==> src/rtl/lcd1602_pkg.sv <==
// Shared definitions for the LCD1602 bus stage: timing defaults, FSM encoding and the
// HD44780 command codes that the sequencers also use.
package lcd1602_pkg;

  localparam int unsigned T_POWERUP_DEF = 750000;
  localparam int unsigned T_SETUP_DEF   = 4;
  localparam int unsigned T_EN_HIGH_DEF = 25;
  localparam int unsigned T_HOLD_DEF    = 2;
  localparam int unsigned T_CMD_DEF     = 2500;
  localparam int unsigned T_CLR_DEF     = 82000;

  localparam logic [7:0] CLEAR_DISPLAY = 8'h01;
  localparam logic [7:0] RETURN_HOME   = 8'h02;

  typedef enum logic [2:0] {
    StPowerup,
    StIdle,
    StSetup,
    StPulse,
    StHold,
    StExec
  } state_e;

  function automatic int unsigned max_of(input int unsigned a, input int unsigned b);
    return (a > b) ? a : b;
  endfunction

  // 0x03 decodes as return-home on the HD44780 (bit 0 is don't-care).
  function automatic logic is_slow_cmd(input logic rs, input logic [7:0] data);
    return !rs && (data == CLEAR_DISPLAY || data == RETURN_HOME || data == 8'h03);
  endfunction

endpackage

==> src/rtl/lcd1602_bus_timing_if.sv <==
// Upstream byte handshake plus the HD44780 pin bundle driven by the bus stage.
interface lcd1602_bus_timing_if;
  logic       in_valid;
  logic       in_rs;
  logic [7:0] in_data;
  logic       in_ready;
  logic       busy;
  logic       lcd_rs;
  logic       lcd_rw;
  logic       lcd_en;
  logic [7:0] lcd_data;

  modport master (
    output in_valid, in_rs, in_data,
    input  in_ready, busy, lcd_rs, lcd_rw, lcd_en, lcd_data
  );

  modport slave (
    input  in_valid, in_rs, in_data,
    output in_ready, busy, lcd_rs, lcd_rw, lcd_en, lcd_data
  );
endinterface

==> src/rtl/lcd_delay_counter.sv <==
// Loadable down-counter shared by every timed state; holds at zero until reloaded.
module lcd_delay_counter #(
  parameter int unsigned Width = 8
) (
  input  logic             clk,
  input  logic             load_i,
  input  logic [Width-1:0] value_i,
  output logic             zero_o
);

  logic [Width-1:0] cnt_q, cnt_d;

  always_comb begin
    cnt_d = cnt_q;
    if (load_i) begin
      cnt_d = value_i;
    end else if (cnt_q != '0) begin
      cnt_d = cnt_q - 1'b1;
    end
  end

  always_ff @(posedge clk) begin
    cnt_q <= cnt_d;
  end

  assign zero_o = (cnt_q == '0);

endmodule

==> src/rtl/lcd1602_bus_timing.sv <==
// HD44780 write-bus stage: accepts one byte per handshake and sequences rs/data/en with
// setup, pulse-width, hold and execution timing from a single shared delay counter.
module lcd1602_bus_timing
  import lcd1602_pkg::*;
#(
  parameter int unsigned T_POWERUP_CYC = T_POWERUP_DEF,
  parameter int unsigned T_SETUP_CYC   = T_SETUP_DEF,
  parameter int unsigned T_EN_HIGH_CYC = T_EN_HIGH_DEF,
  parameter int unsigned T_HOLD_CYC    = T_HOLD_DEF,
  parameter int unsigned T_CMD_CYC     = T_CMD_DEF,
  parameter int unsigned T_CLR_CYC     = T_CLR_DEF
) (
  input logic                  clk,
  input logic                  reset,
  lcd1602_bus_timing_if.slave  bus
);

  localparam int unsigned MaxCyc = max_of(max_of(max_of(T_POWERUP_CYC, T_SETUP_CYC),
                                                 max_of(T_EN_HIGH_CYC, T_HOLD_CYC)),
                                          max_of(T_CMD_CYC, T_CLR_CYC));
  localparam int unsigned CntW   = (MaxCyc > 1) ? $clog2(MaxCyc) : 1;

  state_e          state_q;
  logic            in_ready_q;
  logic            busy_q;
  logic            lcd_en_q;
  logic            lcd_rs_q;
  logic [7:0]      lcd_data_q;

  logic            cnt_load;
  logic [CntW-1:0] cnt_load_val;
  logic            cnt_zero;

  lcd_delay_counter #(
    .Width (CntW)
  ) u_delay (
    .clk     (clk),
    .load_i  (cnt_load),
    .value_i (cnt_load_val),
    .zero_o  (cnt_zero)
  );

  // Counter reloads N-1 on the same edge that enters the next timed state.
  always_comb begin
    cnt_load     = 1'b0;
    cnt_load_val = '0;
    if (reset) begin
      cnt_load     = 1'b1;
      cnt_load_val = CntW'(T_POWERUP_CYC - 1);
    end else begin
      unique case (state_q)
        StIdle: begin
          if (bus.in_valid) begin
            cnt_load     = 1'b1;
            cnt_load_val = CntW'(T_SETUP_CYC - 1);
          end
        end
        StSetup: begin
          if (cnt_zero) begin
            cnt_load     = 1'b1;
            cnt_load_val = CntW'(T_EN_HIGH_CYC - 1);
          end
        end
        StPulse: begin
          if (cnt_zero) begin
            cnt_load     = 1'b1;
            cnt_load_val = CntW'(T_HOLD_CYC - 1);
          end
        end
        StHold: begin
          if (cnt_zero) begin
            cnt_load     = 1'b1;
            cnt_load_val = is_slow_cmd(lcd_rs_q, lcd_data_q) ? CntW'(T_CLR_CYC - 1)
                                                             : CntW'(T_CMD_CYC - 1);
          end
        end
        default: begin
        end
      endcase
    end
  end

  always_ff @(posedge clk) begin
    if (reset) begin
      state_q    <= StPowerup;
      in_ready_q <= 1'b0;
      busy_q     <= 1'b1;
      lcd_en_q   <= 1'b0;
      lcd_rs_q   <= 1'b0;
      lcd_data_q <= 8'h00;
    end else begin
      unique case (state_q)
        StPowerup: begin
          if (cnt_zero) begin
            state_q    <= StIdle;
            in_ready_q <= 1'b1;
            busy_q     <= 1'b0;
          end
        end
        StIdle: begin
          if (bus.in_valid) begin
            state_q    <= StSetup;
            lcd_rs_q   <= bus.in_rs;
            lcd_data_q <= bus.in_data;
            in_ready_q <= 1'b0;
            busy_q     <= 1'b1;
          end
        end
        StSetup: begin
          if (cnt_zero) begin
            state_q  <= StPulse;
            lcd_en_q <= 1'b1;
          end
        end
        StPulse: begin
          if (cnt_zero) begin
            state_q  <= StHold;
            lcd_en_q <= 1'b0;
          end
        end
        StHold: begin
          if (cnt_zero) begin
            state_q <= StExec;
          end
        end
        StExec: begin
          if (cnt_zero) begin
            state_q    <= StIdle;
            in_ready_q <= 1'b1;
            busy_q     <= 1'b0;
          end
        end
        default: begin
          state_q    <= StPowerup;
          in_ready_q <= 1'b0;
          busy_q     <= 1'b1;
          lcd_en_q   <= 1'b0;
        end
      endcase
    end
  end

  assign bus.in_ready = in_ready_q;
  assign bus.busy     = busy_q;
  assign bus.lcd_en   = lcd_en_q;
  assign bus.lcd_rs   = lcd_rs_q;
  assign bus.lcd_data = lcd_data_q;
  assign bus.lcd_rw   = 1'b0;

endmodule

==> src/flat_wrapper.sv <==
// flat-port wrapper written by rule: the top's interface ports become plain ports
module lcd1602_bus_timing_flat import lcd1602_pkg::*;
#(
  parameter int unsigned T_POWERUP_CYC = T_POWERUP_DEF,
  parameter int unsigned T_SETUP_CYC   = T_SETUP_DEF,
  parameter int unsigned T_EN_HIGH_CYC = T_EN_HIGH_DEF,
  parameter int unsigned T_HOLD_CYC    = T_HOLD_DEF,
  parameter int unsigned T_CMD_CYC     = T_CMD_DEF,
  parameter int unsigned T_CLR_CYC     = T_CLR_DEF
)
  (clk, reset, bus_in_valid, bus_in_rs, bus_in_data, bus_in_ready, bus_busy, bus_lcd_rs, bus_lcd_rw, bus_lcd_en, bus_lcd_data);
  lcd1602_bus_timing_if bus_i ();
  input logic clk;
  input logic reset;
  input wire logic [$bits(bus_i.in_valid)-1:0] bus_in_valid;
  input wire logic [$bits(bus_i.in_rs)-1:0] bus_in_rs;
  input wire logic [$bits(bus_i.in_data)-1:0] bus_in_data;
  output wire logic [$bits(bus_i.in_ready)-1:0] bus_in_ready;
  output wire logic [$bits(bus_i.busy)-1:0] bus_busy;
  output wire logic [$bits(bus_i.lcd_rs)-1:0] bus_lcd_rs;
  output wire logic [$bits(bus_i.lcd_rw)-1:0] bus_lcd_rw;
  output wire logic [$bits(bus_i.lcd_en)-1:0] bus_lcd_en;
  output wire logic [$bits(bus_i.lcd_data)-1:0] bus_lcd_data;
  assign bus_i.in_valid = bus_in_valid;
  assign bus_i.in_rs = bus_in_rs;
  assign bus_i.in_data = bus_in_data;
  assign bus_in_ready = bus_i.in_ready;
  assign bus_busy = bus_i.busy;
  assign bus_lcd_rs = bus_i.lcd_rs;
  assign bus_lcd_rw = bus_i.lcd_rw;
  assign bus_lcd_en = bus_i.lcd_en;
  assign bus_lcd_data = bus_i.lcd_data;
  lcd1602_bus_timing #(.T_POWERUP_CYC(T_POWERUP_CYC), .T_SETUP_CYC(T_SETUP_CYC), .T_EN_HIGH_CYC(T_EN_HIGH_CYC), .T_HOLD_CYC(T_HOLD_CYC), .T_CMD_CYC(T_CMD_CYC), .T_CLR_CYC(T_CLR_CYC)) u_core (.clk(clk), .reset(reset), .bus(bus_i));
endmodule
==> config.mk <==
export PLATFORM = sky130hd
export DESIGN_NAME = lcd1602_bus_timing_flat
export DESIGN_NICKNAME = d
export VERILOG_FILES = /design/src/rtl/lcd1602_pkg.sv /design/src/rtl/lcd1602_bus_timing_if.sv /design/src/rtl/lcd_delay_counter.sv /design/src/rtl/lcd1602_bus_timing.sv /design/src/flat_wrapper.sv
export SDC_FILE = /design/constraint.sdc
export NUM_CORES = 1
export LEC_CHECK = 0
export ABC_AREA = 1
export ABC_CLOCK_PERIOD_IN_PS = 2000
export CORE_UTILIZATION = 50
export CTS_CLUSTER_SIZE = 14
export DETAILED_ROUTE_END_ITERATION = 12
export HOLD_SLACK_MARGIN = 0.02
export PLACE_DENSITY = 0.76
export SLEW_MARGIN = 25
export SYNTH_ARGS = -nofsm -noshare
export SYNTH_HDL_FRONTEND = slang
export SYNTH_SLANG_ARGS = --single-unit
==> constraint.sdc <==
create_clock -name clk -period 2 [get_ports clk]
set_input_delay 0.2 -clock clk [delete_from_list [all_inputs] [get_ports clk]]
set_output_delay 0.2 -clock clk [all_outputs]
set_load 0.05 [all_outputs]
* Word level (Yosys, flattened, before mapping)
Cells that the tools add are included.
Storage, ports and cells: logic and storage cells 64, output and inout bits 13, input bits 12, bits in registers 35
Cells by class: reductions and logical operators 15, muxes and demuxes 26, equality and inequality tests 13, bitwise gates (word level) 2, add/subtract/negate cells 1
Operators by type and width (number):
- two-way mux 20 bit | 4
- one-hot mux 20 bit (4 select lines) | 1
- zero test 20 bit | 1
- nonzero test 20 bit | 1
- subtractor 20 x 1 -> 20 bit (second input constant) | 1
- two-way mux 17 bit | 1
- equality test 8 x 2 -> 1 bit (second input constant) | 2
- two-way mux 3 bit | 5
- one-hot mux 3 bit (5 select lines) | 1
- one-hot mux 1 bit (3 select lines) | 3
- equality test 8 x 1 -> 1 bit (second input constant) | 1
- two-way mux 1 bit | 8
- inequality test 2 x 1 -> 1 bit (second input constant) | 4
- equality test 3 x 2 -> 1 bit (second input constant) | 2
- equality test 3 bit (second input constant) | 2
- AND reduction 3 bit | 2
- two-way mux 5 bit | 1
- AND reduction 5 bit | 1
- OR reduction 4 bit | 1
- equality test 3 x 1 -> 1 bit (second input constant) | 1
- zero test 3 bit | 1
- OR reduction 3 bit | 1
- logical OR 1 bit | 2
- two-way mux 2 bit | 1
- other kinds (8) | 9

* Logic depth before layout (Yosys ltp)
depth in word-level cells 9, gate-level depth with buffers 10, depth with buffers taken out 10

* Cells and area by module
From an unflattened synthesis, not the netlist that was laid out.
Second synthesis, totals: cells, all modules 298, area total of the unflattened synthesis 2233.4 sq um
Modules (own cells, without submodules):
- lcd_delay_counter | sequential area each 600.6 sq um, area each 1422.6 sq um, times used 1, cells an instance 185
- lcd1602_bus_timing | sequential area each 300.3 sq um, area each 810.8 sq um, times used 1, cells an instance 113

* Worst setup path after synthesis
No wires, ideal clock.
path kind register -> register, from reg u_core.u_delay.cnt_q[0], to reg u_core.u_delay.cnt_q[0] (enable), period minus slack after synthesis 1.985 ns, stages on the path, launching flop included 9, slack 0.015 ns, path buffers 0, library setup time 0.377 ns, required time 1.623 ns, arrival time 1.608 ns, cell sequence edfxtp_1 > inv_1 > ha_1 > nand2_1 > nor2_2 > nand3_4 > nor2_4 > nor3_4 > nand2_1
On the way: cells in the longest elaborated chain, start to end 5, elaborated cells on any way between the ends 6, classes of those cells 3 x mux; 3 x reduce/logical
Ends and longest elaborated chain:
- start, declared | RTL line lcd_delay_counter.sv:11 | logic [Width-1:0] cnt_q, cnt_d;
- start signal, assigned | RTL line lcd_delay_counter.sv:23 | cnt_q <= cnt_d;
- zero test 20 bit | RTL line lcd_delay_counter.sv:26 | assign zero_o = (cnt_q == '0);
- two-way mux 1 bit | RTL line lcd1602_bus_timing.sv:59, lcd1602_bus_timing.sv:65, lcd1602_bus_timing.sv:71
- one-hot mux 1 bit (2 select lines) | RTL line lcd1602_bus_timing.sv:51 | unique case (state_q)
- two-way mux 1 bit | RTL line lcd1602_bus_timing.sv:47 | if (reset) begin
- nonzero test 2 bit (no source line) *
Mark *: on every way between the ends. The rest lies on a longest branch, timed or not. A chain may end at the register's enable or synchronous reset.

* Final worst setup path
from reg u_core.u_delay.cnt_q[0], to reg u_core.u_delay.cnt_q[14] (enable)
Same word-level chain as after synthesis.

==> summary.md <==
| Metric | Value |
|---|---|
| Worst Path Required | 2000 ps |
| Rows | 23 |
| Root buf cell | clkbuf_8 |
| Antenna violations before repair | 0 |
| Worst path buffer plus inverter count | 2 |
| Hold wc startpoint | u_core.bus.busy |
| Final slew viol count | 0 |
| Via/cell ratio | 5.21 |
| Clk Latency, worst-skew pair | 280 ps |
| Hold WS | 461 ps |
| Sequential fraction of design power | 54.0% |
| Synth area leader | edfxtp_1 |
| Warnings from Yosys | 0 |
| Area grow syn2layout | 20.8% |
| Global-route wire length before repair | 7.69 mm |
| Worst-Margin Slew | 507 ps |
| Router iterations before antenna repair | 4 |
| Gr ovfl total | 0 |
| TritonCTS clock tree | yes |
| Final RePlAce weighted congestion | 0.865 |
| Hold Fails Final Rpt | 0 |
| Num CTS Buffers | 5 |
| Post-route setup slack | 117 ps |
| Core Area | 0.00400 mm² |
| FF+latch count, synth | 35 |
| RSZ-0062 raised after global routing | false |
| Drt first-iter violations | 96 |
| Clock power share | 37.8% |
| Largest cells by area after synthesis | edfxtp_1 29%, dfxtp_1 14%, nand2_1 9.3% |
| VDD IR max | 349 µV |
| Startpoint types | flip-flop |
| Mapped Area | 0.00210 mm² |
| NetSw | 0.324 mW |
| Synth top area share | 28.7% |
| IO Port Bufs | 23 |
| Crit-path slowest cell | edfxtp_1 |
| Total Routing Usage GR | 23.3% |
| Leakage | 1.04 nW |
| Fin crit period | 1880 ps |
| # DRC | 0 |
| Via count | 1833 |
| Mapped Avg Cell Area | 7.82 µm² |
| Final ANT Viol Nets | 0 |
| Max incr delay on CP | 390 ps |
| F_max | 531 MHz |
| DP HPWL | 3.39 mm |
| N_diodes | 0 |
| Outcome | complete, no violations |
| Clk pin slew, worst setup/hold paths | 70 ps |
| Pint | 1.14 mW |
| Top-Level Pins | 25 |
| Slew margin rel. | 66.1% |
| Worst reg2reg path startpoint | u_core.u_delay.cnt_q[0] |
| Worst Hold Class | reg2reg |
| Worst setup EP type | flip-flop |
| CP Cell Sequence | inv_1 -> ha_1 -> nand2_1 -> nor2_2 -> nand3_4 -> nor2_4 -> nor3_4 -> nand2_1 -> buf_4 |
| Vert. Die Dim | 66.7 µm |
| Post-DR wirelength/cell | 12.7 µm |
| Die area | 0.00445 mm² |
| Tcrit/Tclk final | 94.2% |
| Initial Util | 52.4% |
| Layout Nets | 315 |
| Setup CP Type | reg2reg |
| Seq/Total Area, Yosys | 43.0% |
| Setup Viol. Count Final | 0 |
| Vias in the first global route | 1788 |
| Worst slack at placement | 120 ps |
| Worst-path fanout max | 7 |
| Syn_nets | 282 |
| Crit. Startpoint | u_core.u_delay.cnt_q[0] |
| PwrDens | 578 mW/mm² |
| Largest net degree at the start of global routing | 14 |
| Crit path DAT | 1880 ps |
| Most frequent CP cell | nand2_1 |
| Switch share | 22.1% |
| CP delay by family, top | simple AND/OR/NAND/NOR gates |
| Postcts setup bufs | 0 |
| Total power | 1.46 mW |
| Setup TNS | 0 ps |
| Die extent in x | 66.7 µm |
| Final Skew | 3.81 ps |
| Share of layout cells above drive strength 1 | 16.6% |
| Combinational power share | 8.2% |
| H-tree levels | 2 |
| CTS sink cnt | 35 |
| Yosys cell types | 31 |
| Clock tree buffer depth | 2 |
| DRT Wirelength | 4.46 mm |
| Maxcap violations | 0 |
| Mapped Cells | 268 |
-- cell families (layout without fill, tap and decap cells) --
group	count (synthesis)	in the layout	share of synthesized area, %
fa+ha+maj	2	2	1.19
xor+xnor	11	11	4.60
buf+inv	37	71	7.22
other cells	1	1	0.179
flops	35	35	43.0
simple gates	151	151	35.0
compound gates	31	31	8.84
-- area by class of cell --
| cell class | instances | area [µm²] |
|---|---|---|
| inverter | 32 | 120 |
| clock buffer | 8 | 100 |
| sequential | 35 | 901 |
| fill | 351 | 1470 |
| timing repair buffer | 31 | 290 |
| multi-input combinational | 196 | 1060 |
| tap | 50 | 62.6 |
-- registers in the layout, summed over array words and instances (netlist names) --
| register | count |
|---|---|
| u_core.bus.busy | 1 |
| u_core.bus.in_ready | 1 |
| u_core.bus.lcd_data | 8 |
| u_core.state_q | 3 |
| u_core.u_delay.cnt_q | 20 |
| u_core.bus.lcd_rs | 1 |
| u_core.bus.lcd_en | 1 |
-- what timing repair did --
item / in CTS / in global routing
endpoints found under the setup margin: 0 / 6
resized for setup: 0 / 4
hold buffers: 0 / 0
-- routing by layer --
metal,track usage [%],vias up,share of wire (%)
li1,-,938,-
met1,29.1,844,46
met2,38.3,47,49
met3,4.62,4,4.0
met4,11.2,0,1.0
met5,0,-,0
-- synthesized netlist by cell type --
library cell  count
nand2_1          52
nor2_1           47
inv_1            28
edfxtp_1         20
dfxtp_1          15
nand3_1          15
o21ai_0          15
nand4_1          10
nor2_4            8
nor2_2            7
xor2_1            6
nor3_1            5
o21ai_1           5
xnor2_1           5
nand2_2           4
o21ai_2           4
a21oi_2           3
inv_2             3
a21oi_1           2
clkbuf_1          2
ha_1              2
a31oi_1           1
buf_4             1
buf_6             1
clkbuf_2          1
clkinv_1          1
conb_1            1
nand3_4           1
nor3_4            1
o21a_1            1
or2_2             1
-- worst min-delay path: cells and delay by family (launching register included) --
family	cells	cell delay (ps)
and+or+nand+nor	2	110
DFF	1	320
-- power by group through the flow --
stage	sequential, mW	clock, mW	combinational, mW
floorplan	0.802	0	0.0801
global placement	0.805	0	0.117
detailed placement	0.806	0	0.118
CTS	0.790	0.571	0.119
global route	0.792	0.605	0.132
finish	0.791	0.554	0.120
-- cell usage in the layout (no fill, tap or decap) --
| master | instances |
|---|---|
| ha_1 | 2 |
| nand2_4 | 1 |
| dfxtp_1 | 15 |
| clkinv_1 | 1 |
| inv_2 | 3 |
| a21oi_1 | 2 |
| nand3_1 | 15 |
| a31oi_1 | 1 |
| xor2_1 | 6 |
| nor2_4 | 8 |
| nor2_1 | 45 |
| xnor2_1 | 5 |
| o21a_1 | 1 |
| nand2_2 | 3 |
| nor3_2 | 1 |
| a21oi_2 | 3 |
| nor3_1 | 4 |
| clkbuf_1 | 1 |
| buf_4 | 8 |
| clkdlybuf4s50_1 | 23 |
| clkbuf_8 | 7 |
| nand3_4 | 1 |
| o21ai_2 | 4 |
| nor3_4 | 1 |
| nand2_1 | 52 |
| o21ai_1 | 5 |
| nand4_1 | 10 |
| nor2_2 | 9 |
| o21ai_0 | 15 |
| conb_1 | 1 |
| or2_2 | 1 |
| inv_1 | 28 |
| edfxtp_1 | 20 |
-- worst paths after layout --
check,slack [ps],depth (start not counted),endpoint
max reg2reg,120,9,u_core.u_delay.cnt_q[14]
min reg2reg,460,2,u_core.bus.busy
min,460,2,u_core.bus.busy
max,120,9,u_core.u_delay.cnt_q[14]
-- metrics by stage --
| stage | cells | cell area, µm² | utilization (%) |
|---|---|---|---|
| 2_1_floorplan | 268 | 2100 | - |
| 3_3_place_gp | 344 | 2420 | 60.4 |
| 3_5_place_dp | 344 | 2420 | 60.4 |
| 4_1_cts | 352 | 2520 | 62.9 |
| 5_1_grt | 352 | 2530 | 63.3 |
| 6_report | 352 | 2530 | 63.3 |
Note: power is estimated with default switching activity, not from simulation.
